**config.mk**
```make
export PLATFORM = sky130hd
export DESIGN_NAME = dma_apb_master_flat
export DESIGN_NICKNAME = d
export VERILOG_FILES = /design/src/rtl/dma_apb_master_if.sv /design/src/rtl/dma_apb_master.sv /design/src/flat_wrapper.sv
export SDC_FILE = /design/constraint.sdc
export NUM_CORES = 1
export LEC_CHECK = 0
export ABC_AREA = 1
export CELL_PAD_IN_SITES_DETAIL_PLACEMENT = 1
export CELL_PAD_IN_SITES_GLOBAL_PLACEMENT = 1
export CORE_MARGIN = 2
export CORE_UTILIZATION = 41
export CTS_CLUSTER_SIZE = 16
export DETAILED_ROUTE_END_ITERATION = 12
export GPL_TIMING_DRIVEN = 0
export PLACE_DENSITY_LB_ADDON = 0.1
export SLEW_MARGIN = 40
export SYNTH_ARGS = -nofsm -noshare
export SYNTH_HDL_FRONTEND = slang
export SYNTH_SLANG_ARGS = --single-unit
```
**constraint.sdc**
```tcl
create_clock -name clk -period 3.1 [get_ports clk]
set_input_delay 0.465 -clock clk [delete_from_list [all_inputs] [get_ports clk]]
set_output_delay 0.465 -clock clk [all_outputs]
set_load 0.01 [all_outputs]
```
**src/rtl/dma_apb_master_if.sv**
```systemverilog
// Bus bundle for dma_apb_master: command push port, response pop port and
// the APB requester signals.
//   master modport : the DMA engine (drives cmd_ready, rsp_*, APB controls)
//   slave modport  : the environment (command source, response sink, APB completer)
interface dma_apb_master_if;
  logic        cmd_valid;
  logic        cmd_ready;
  logic        cmd_write;
  logic [12:0] cmd_addr;
  logic [31:0] cmd_wdata;

  logic        rsp_valid;
  logic        rsp_ready;
  logic [31:0] rsp_rdata;
  logic        rsp_err;

  logic        psel;
  logic        penable;
  logic        pwrite;
  logic [12:0] paddr;
  logic [31:0] pwdata;
  logic [31:0] prdata;
  logic        pslverr;
  logic        pready;

  modport master (
    input  cmd_valid, cmd_write, cmd_addr, cmd_wdata, rsp_ready,
           prdata, pslverr, pready,
    output cmd_ready, rsp_valid, rsp_rdata, rsp_err,
           psel, penable, pwrite, paddr, pwdata
  );

  modport slave (
    output cmd_valid, cmd_write, cmd_addr, cmd_wdata, rsp_ready,
           prdata, pslverr, pready,
    input  cmd_ready, rsp_valid, rsp_rdata, rsp_err,
           psel, penable, pwrite, paddr, pwdata
  );
endinterface

```
**src/rtl/dma_apb_master.sv**
```systemverilog
// dma_apb_master: queues read/write commands in a small FIFO and issues them
// one at a time as APB transfers, returning each result through a one-entry
// response buffer.
// Ports:
//   clk    - single clock, all state on rising edge
//   reset  - asynchronous active-low reset
//   pclken - APB clock enable; the APB FSM only advances when high
//   bus    - dma_apb_master_if.master (cmd_*, rsp_*, APB signals)
//   busy   - FIFO non-empty, transfer in progress, or response pending
//   tmo    - sticky timeout flag (0 unless DMA_APB_MASTER_TIMEOUT_EN)
// Optional feature: define DMA_APB_MASTER_TIMEOUT_EN to abort ACCESS phases
// that wait TIMEOUT_CYCLES pclken cycles without pready.
module dma_apb_master #(
  parameter int unsigned CMD_DEPTH      = 4,
  parameter logic [7:0]  TIMEOUT_CYCLES = 8'd255
) (
  input  logic             clk,
  input  logic             reset,
  input  logic             pclken,
  dma_apb_master_if.master bus,
  output logic             busy,
  output logic             tmo
);
  localparam int unsigned PW = (CMD_DEPTH > 1) ? $clog2(CMD_DEPTH) : 1;
  localparam int unsigned CW = PW + 1;
  localparam logic [CW-1:0] FULL = CW'(CMD_DEPTH);

  if (CMD_DEPTH < 2 || (CMD_DEPTH & (CMD_DEPTH - 1)) != 0 || TIMEOUT_CYCLES == 8'd0) begin : g_cfg_check
    $error("dma_apb_master: CMD_DEPTH must be a power of two >= 2 and TIMEOUT_CYCLES non-zero");
  end

  typedef struct packed {
    logic        write;
    logic [12:0] addr;
    logic [31:0] wdata;
  } cmd_t;

  typedef enum logic [1:0] {IDLE, SETUP, ACCESS} state_t;

  cmd_t            mem_q [CMD_DEPTH];
  cmd_t            mem_d [CMD_DEPTH];
  logic [PW-1:0]   wr_ptr_q, wr_ptr_d, rd_ptr_q, rd_ptr_d;
  logic [CW-1:0]   count_q, count_d;
  logic            push, pop;
  cmd_t            head;

  state_t          state_q, state_d;
  logic            psel_q, psel_d, penable_q, penable_d, pwrite_q, pwrite_d;
  logic [12:0]     paddr_q, paddr_d;
  logic [31:0]     pwdata_q, pwdata_d;
  logic            rsp_valid_q, rsp_valid_d, rsp_err_q, rsp_err_d;
  logic [31:0]     rsp_rdata_q, rsp_rdata_d;

`ifdef DMA_APB_MASTER_TIMEOUT_EN
  logic [7:0]      tcnt_q, tcnt_d;
  logic            tmo_q, tmo_d;
  assign tmo = tmo_q;
`else
  assign tmo = 1'b0;
`endif

  assign bus.cmd_ready = (count_q != FULL);
  assign push          = bus.cmd_valid && bus.cmd_ready;
  assign head          = mem_q[rd_ptr_q];

  assign bus.psel      = psel_q;
  assign bus.penable   = penable_q;
  assign bus.pwrite    = pwrite_q;
  assign bus.paddr     = paddr_q;
  assign bus.pwdata    = pwdata_q;
  assign bus.rsp_valid = rsp_valid_q;
  assign bus.rsp_rdata = rsp_rdata_q;
  assign bus.rsp_err   = rsp_err_q;
  assign busy          = (count_q != '0) || (state_q != IDLE) || rsp_valid_q;

  // Command FIFO: runs every clk regardless of pclken.
  always_comb begin
    mem_d    = mem_q;
    wr_ptr_d = wr_ptr_q;
    rd_ptr_d = rd_ptr_q;
    count_d  = count_q;
    if (push) begin
      mem_d[wr_ptr_q] = '{write: bus.cmd_write, addr: bus.cmd_addr, wdata: bus.cmd_wdata};
      wr_ptr_d        = wr_ptr_q + 1'b1;
    end
    if (pop) rd_ptr_d = rd_ptr_q + 1'b1;
    case ({push, pop})
      2'b10:   count_d = count_q + 1'b1;
      2'b01:   count_d = count_q - 1'b1;
      default: count_d = count_q;
    endcase
  end

  // APB FSM and response buffer.
  always_comb begin
    state_d     = state_q;
    psel_d      = psel_q;
    penable_d   = penable_q;
    pwrite_d    = pwrite_q;
    paddr_d     = paddr_q;
    pwdata_d    = pwdata_q;
    rsp_valid_d = rsp_valid_q;
    rsp_rdata_d = rsp_rdata_q;
    rsp_err_d   = rsp_err_q;
    pop         = 1'b0;
`ifdef DMA_APB_MASTER_TIMEOUT_EN
    tcnt_d      = tcnt_q;
    tmo_d       = tmo_q;
`endif
    if (rsp_valid_q && bus.rsp_ready) rsp_valid_d = 1'b0;
    if (pclken) begin
      case (state_q)
        IDLE: begin
          // Uses the registered rsp_valid, so a consumed response still
          // costs one idle pclken cycle before the next transfer.
          if (count_q != '0 && !rsp_valid_q) begin
            pop       = 1'b1;
            paddr_d   = head.addr;
            pwrite_d  = head.write;
            pwdata_d  = head.wdata;
            psel_d    = 1'b1;
            penable_d = 1'b0;
            state_d   = SETUP;
          end
        end
        SETUP: begin
          penable_d = 1'b1;
          state_d   = ACCESS;
`ifdef DMA_APB_MASTER_TIMEOUT_EN
          tcnt_d    = '0;
`endif
        end
        ACCESS: begin
          if (bus.pready) begin
            psel_d      = 1'b0;
            penable_d   = 1'b0;
            rsp_valid_d = 1'b1;
            rsp_rdata_d = pwrite_q ? '0 : bus.prdata;
            rsp_err_d   = bus.pslverr;
            state_d     = IDLE;
          end
`ifdef DMA_APB_MASTER_TIMEOUT_EN
          // Fires on the TIMEOUT_CYCLES-th waiting ACCESS cycle.
          else if (tcnt_q == TIMEOUT_CYCLES - 8'd1) begin
            psel_d      = 1'b0;
            penable_d   = 1'b0;
            rsp_valid_d = 1'b1;
            rsp_rdata_d = '0;
            rsp_err_d   = 1'b1;
            tmo_d       = 1'b1;
            state_d     = IDLE;
          end else begin
            tcnt_d = tcnt_q + 8'd1;
          end
`endif
        end
        default: state_d = IDLE;
      endcase
    end
  end

  always_ff @(posedge clk or negedge reset) begin
    if (!reset) begin
      for (int unsigned i = 0; i < CMD_DEPTH; i++) mem_q[i] <= '0;
      wr_ptr_q    <= '0;
      rd_ptr_q    <= '0;
      count_q     <= '0;
      state_q     <= IDLE;
      psel_q      <= 1'b0;
      penable_q   <= 1'b0;
      pwrite_q    <= 1'b0;
      paddr_q     <= '0;
      pwdata_q    <= '0;
      rsp_valid_q <= 1'b0;
      rsp_rdata_q <= '0;
      rsp_err_q   <= 1'b0;
`ifdef DMA_APB_MASTER_TIMEOUT_EN
      tcnt_q      <= '0;
      tmo_q       <= 1'b0;
`endif
    end else begin
      mem_q       <= mem_d;
      wr_ptr_q    <= wr_ptr_d;
      rd_ptr_q    <= rd_ptr_d;
      count_q     <= count_d;
      state_q     <= state_d;
      psel_q      <= psel_d;
      penable_q   <= penable_d;
      pwrite_q    <= pwrite_d;
      paddr_q     <= paddr_d;
      pwdata_q    <= pwdata_d;
      rsp_valid_q <= rsp_valid_d;
      rsp_rdata_q <= rsp_rdata_d;
      rsp_err_q   <= rsp_err_d;
`ifdef DMA_APB_MASTER_TIMEOUT_EN
      tcnt_q      <= tcnt_d;
      tmo_q       <= tmo_d;
`endif
    end
  end
endmodule

```
**src/flat_wrapper.sv**
```systemverilog
// flat-port wrapper written by rule: the top's interface ports become plain ports
module dma_apb_master_flat 
#(
  parameter int unsigned CMD_DEPTH      = 4,
  parameter logic [7:0]  TIMEOUT_CYCLES = 8'd255
)
  (clk, reset, pclken, busy, tmo, bus_cmd_valid, bus_cmd_write, bus_cmd_addr, bus_cmd_wdata, bus_rsp_ready, bus_prdata, bus_pslverr, bus_pready, bus_cmd_ready, bus_rsp_valid, bus_rsp_rdata, bus_rsp_err, bus_psel, bus_penable, bus_pwrite, bus_paddr, bus_pwdata);
  dma_apb_master_if bus_i ();
  input  logic clk;
  input  logic reset;
  input  logic pclken;
  output logic busy;
  output logic tmo;
  input wire logic [$bits(bus_i.cmd_valid)-1:0] bus_cmd_valid;
  input wire logic [$bits(bus_i.cmd_write)-1:0] bus_cmd_write;
  input wire logic [$bits(bus_i.cmd_addr)-1:0] bus_cmd_addr;
  input wire logic [$bits(bus_i.cmd_wdata)-1:0] bus_cmd_wdata;
  input wire logic [$bits(bus_i.rsp_ready)-1:0] bus_rsp_ready;
  input wire logic [$bits(bus_i.prdata)-1:0] bus_prdata;
  input wire logic [$bits(bus_i.pslverr)-1:0] bus_pslverr;
  input wire logic [$bits(bus_i.pready)-1:0] bus_pready;
  output wire logic [$bits(bus_i.cmd_ready)-1:0] bus_cmd_ready;
  output wire logic [$bits(bus_i.rsp_valid)-1:0] bus_rsp_valid;
  output wire logic [$bits(bus_i.rsp_rdata)-1:0] bus_rsp_rdata;
  output wire logic [$bits(bus_i.rsp_err)-1:0] bus_rsp_err;
  output wire logic [$bits(bus_i.psel)-1:0] bus_psel;
  output wire logic [$bits(bus_i.penable)-1:0] bus_penable;
  output wire logic [$bits(bus_i.pwrite)-1:0] bus_pwrite;
  output wire logic [$bits(bus_i.paddr)-1:0] bus_paddr;
  output wire logic [$bits(bus_i.pwdata)-1:0] bus_pwdata;
  assign bus_i.cmd_valid = bus_cmd_valid;
  assign bus_i.cmd_write = bus_cmd_write;
  assign bus_i.cmd_addr = bus_cmd_addr;
  assign bus_i.cmd_wdata = bus_cmd_wdata;
  assign bus_i.rsp_ready = bus_rsp_ready;
  assign bus_i.prdata = bus_prdata;
  assign bus_i.pslverr = bus_pslverr;
  assign bus_i.pready = bus_pready;
  assign bus_cmd_ready = bus_i.cmd_ready;
  assign bus_rsp_valid = bus_i.rsp_valid;
  assign bus_rsp_rdata = bus_i.rsp_rdata;
  assign bus_rsp_err = bus_i.rsp_err;
  assign bus_psel = bus_i.psel;
  assign bus_penable = bus_i.penable;
  assign bus_pwrite = bus_i.pwrite;
  assign bus_paddr = bus_i.paddr;
  assign bus_pwdata = bus_i.pwdata;
  dma_apb_master #(.CMD_DEPTH(CMD_DEPTH), .TIMEOUT_CYCLES(TIMEOUT_CYCLES)) u_core (.clk(clk), .reset(reset), .pclken(pclken), .bus(bus_i), .busy(busy), .tmo(tmo));
endmodule
```
==> Implementation_results.wiki <==
{| class="wikitable"
! Metric !! Value
|-
| Status || finished, final reports clean
|-
| Flip-flop and latch count after synthesis || between 200 and 300
|-
| Simple-gate area share of the yosys netlist || 19.2%
|-
| Finished layout cell area || 15600 um^2
|-
| Routability Congestion || 0.773
|-
| Routed wire length on met2 || 18.9 mm
|-
| Static leakage power || 0.00759 uW
|-
| Final min period || 2.60 ns
|-
| Clock slew at the register clock pins of the worst setup and hold paths || approximately 0.060 ns
|-
| Setup skew after layout || 0.00803 ns
|-
| H-Tree Depth || 2
|-
| Global-route wire length before repair || 62.7 mm
|-
| Largest fanout on the critical path || 10
|-
| Post-Place Cell Area || 14400 um^2
|-
| Cell area after synthesis || between 10000 and 15000 um^2
|-
| Cells taking the most area after synthesis || dfrtp_1, nand2_1, o21ai_0
|-
| Share of final-layout standard cells stronger than drive strength 1 || 7.91%
|-
| Commonest cells in the netlist || nand2_1, dfrtp_1, o21ai_0, inv_1, buf_2
|-
| Number of cells on the critical path || 10
|-
| Worst Reg-to-Reg Cells || 10
|-
| Total detailed-routing wirelength || 38.7 mm
|-
| Data arrival time of the worst path || 2.98 ns
|-
| Clock Path Buffers || 3
|-
| Kind of launch point of the worst setup path || flip-flop
|-
| Wire length the detailed router placed on met1 || 17.6 mm
|-
| Fin crit share || 83.8%
|-
| Type of the tightest min-delay check || input pin to asynchronous set/reset pin
|-
| Layout-stage area growth over the synthesis result || 28.7%
|-
| Vias in the first global route || 11500
|-
| Number of flops mapped to enable cells by yosys || 0
|-
| Clock latency on the worst-skew pair || 0.50 ns
|-
| Initial core utilization || 41.9%
|-
| Syn_nets || 1552
|-
| Placed cell count || 2017
|-
| Number of different library cells in the post-synthesis netlist || 24
|-
| Worst Hold Margin || roughly 0.4 ns
|-
| Number of warning messages in the yosys log || 0
|-
| Power density relative to cell area || 1100 nW/um^2
|-
| Relative max-transition margin || 53.2%
|-
| Async S/R FF share, synth || 100%
|-
| Die Span X || 176 um
|-
| Global-route usage over all layers || 25.4%
|-
| CP max stage delay || 0.43 ns
|-
| Cell with the most instances after synthesis || nand2_1
|-
| Core outline area || roughly 29000 um^2
|-
| Global-route congestion overflow total || 0
|-
| Number of nets still failing antenna checks after routing || 0
|-
| Vias per Instance || 5.19
|-
| Crit path cell chain || nor2_2 -> nand3_1 -> nor2_4 -> buf_2 -> ha_1 -> inv_1 -> fa_1 -> a21oi_1 -> o21ai_0 -> xor2_1
|-
| Net count of the finished layout || between 1500 and 2000
|-
| Top-level port count || 170
|-
| Post-route setup slack || 0.501 ns
|-
| Final Hold Viols || 0
|-
| Critical path's slowest cell || dfrtp_1
|-
| Topmost layer with routed signal wires || met4
|-
| Dpl ws || 0.0327 ns
|-
| Mean Syn Cell Area || 8.30 um^2
|-
| Unrepaired setup endpoints after global routing || false
|-
| Router iterations before antenna repair || 5
|-
| Synth top area share || 56.7%
|-
| Kind of end point of the critical path || flip-flop
|-
| Die Height || 176 um
|-
| Worst supply voltage drop on vdd || 0.483 mV
|-
| Cts bufs inserted || 34
|-
| Dominant combinational cell family by area after synthesis || simple AND/OR/NAND/NOR gates
|-
| Post-layout utilization of the core || ~54%
|-
| Area leader, netlist || dfrtp_1
|-
| Hold bufs inserted after CTS || 1
|-
| CTS tree || built
|-
| Sum of met3 wire segment lengths after detailed routing || 1.45 mm
|-
| Share of the synthesized area in compound gates (AO/OA/AOI/OAI) || 15.8%
|-
| Synth Area in XOR/XNOR || less than 1%
|-
| Number of rows created at floorplan || between 60 and 70
|-
| Final routed wire length divided by cell count || approximately 19 um
|-
| Count of pins over their slew limit || 0
|-
| Initial antenna violation count || 1
|-
| Required arrival time at the worst endpoint || approximately 3.5 ns
|-
| Main flop type after synthesis || dfrtp_1
|-
| Detailed-placement wirelength estimate || around 26 mm
|-
| Adder and majority cell fraction of the synthesized area || 0.681%
|-
| Number of cells in the finished layout apart from fillers || around 2100
|-
| Multiplexer share of the synthesized area || 0%
|-
| Max capacitance violation total || 0
|-
| Final setup violation count || 0
|-
| DRC marker count from the first detailed-route iteration || 573
|-
| Clock Tree Root || clkbuf_16
|-
| Actual slew at the worst max-slew pin || 0.703 ns
|-
| Kind of critical path || flip-flop to flip-flop
|-
| Crit path buf inv count || 2
|-
| # DRC || 0
|-
| Highest achievable clock rate || 0.385 GHz
|-
| Total number of vias || 10800
|-
| # Post-CTS Setup Buffers || 0
|-
| Largest net degree at the start of global routing || 69
|-
| Family with the most delay on the worst path || adder cells
|-
| Register area share after synthesis || 56.7%
|-
| TritonCTS sink count || 275
|-
| Post-cts gate resize count || 0
|-
| Number of port buffers || 168
|-
| Overall die area || 31000 um^2
|-
| Cells after Synth || 1461
|}
layout make-up:
class / count / area, um^2
fill: 3445 / 13300
sequential: 275 / 6880
multi-input combinational: 976 / 4360
timing repair buffer: 173 / 1810
clock buffer: 56 / 1140
tap: 384 / 480
buffer: 100 / 475
inverter: 110 / 413
clock inverter: 5 / 52.6
antenna: 1 / 2.50
flip-flops by register name, summed over array words and instances (netlist names):
| signal | count |
|---|---|
| u_core.count_q | 3 |
| u_core.rd_ptr_q | 2 |
| u_core.wr_ptr_q | 2 |
| u_core.bus.rsp_err | 1 |
| u_core.state_q | 2 |
| u_core.bus.rsp_valid | 1 |
| u_core.bus.psel | 1 |
| u_core.bus.pwrite | 1 |
| u_core.mem_q | 184 |
| u_core.bus.rsp_rdata | 32 |
| u_core.bus.paddr | 13 |
| u_core.bus.pwdata | 32 |
| u_core.bus.penable | 1 |
worst reg2reg max path: stages, from the launching register on:
cell	delay [ns]
dfrtp_1	0.43
nor2_2	0.17
nand3_1	0.13
nor2_4	0.31
buf_2	0.33
ha_1	0.20
inv_1	0.07
fa_1	0.43
a21oi_1	0.14
o21ai_0	0.11
xor2_1	0.15
per-stage QoR:
step                       TNS, ns  power (uW)
after detailed placement         0       13000
after global placement    -3004.12       12700
after CTS                        0       17300
final                            0       17200
after floorplan                  0        9970
after global routing             0       18400
layer usage:
layer,up-vias,GRT usage [%]
met5,-,0
met2,200,42.8
li1,5068,-
met3,47,3.45
met4,0,6.58
met1,5474,34.9
layout by cell type, fill, tap and decap left out, types with 7 or more instances in the layout:
cell / instances
a21oi_1: 48
buf_1: 7
clkdlybuf4s50_1: 167
clkbuf_16: 37
o211ai_1: 46
clkbuf_8: 14
clkbuf_1: 38
inv_1: 105
nand2_1: 588
dfrtp_1: 275
buf_2: 53
o21ai_0: 266
cell families (layout without fill, tap and decap cells):
| family | count (synthesis) | in the layout |
|---|---|---|
| buffers and inverters | 210 | 444 |
| adder cells (fa/ha/maj) | 6 | 6 |
| AO/OA/AOI/OAI | 360 | 360 |
| AND/OR/NAND/NOR | 605 | 605 |
| XOR/XNOR | 4 | 4 |
| other | 1 | 2 |
| flip-flops | 275 | 275 |
final timing paths:
path,start,end,slack (ns)
min reg2reg,u_core.bus.pwdata[6]$_DFFE_PN0P_,u_core.bus.pwdata[6]$_DFFE_PN0P_,0.47
min,reset,u_core.bus.pwdata[4]$_DFFE_PN0P_,0.41
max in group asynchronous,reset,u_core.mem_q[164]$_DFFE_PN0P_,1.40
max reg2reg,u_core.state_q[1]$_DFFE_PN0P_,u_core.count_q[2]$_DFFE_PN0P_,0.50
min in group clk,u_core.bus.pwdata[6]$_DFFE_PN0P_,u_core.bus.pwdata[6]$_DFFE_PN0P_,0.47
max,u_core.state_q[1]$_DFFE_PN0P_,u_core.count_q[2]$_DFFE_PN0P_,0.50
report_power, final:
group          switching, uW  internal (uW)  leakage, uW  total, uW
Clock                   1540           2580     0.000589       4120
Combinational           4470           2600      0.00356       7070
Sequential               698           5260      0.00344       5960
Total                   6710          10400      0.00759      17200
Note: power is estimated with default switching activity, not from simulation.
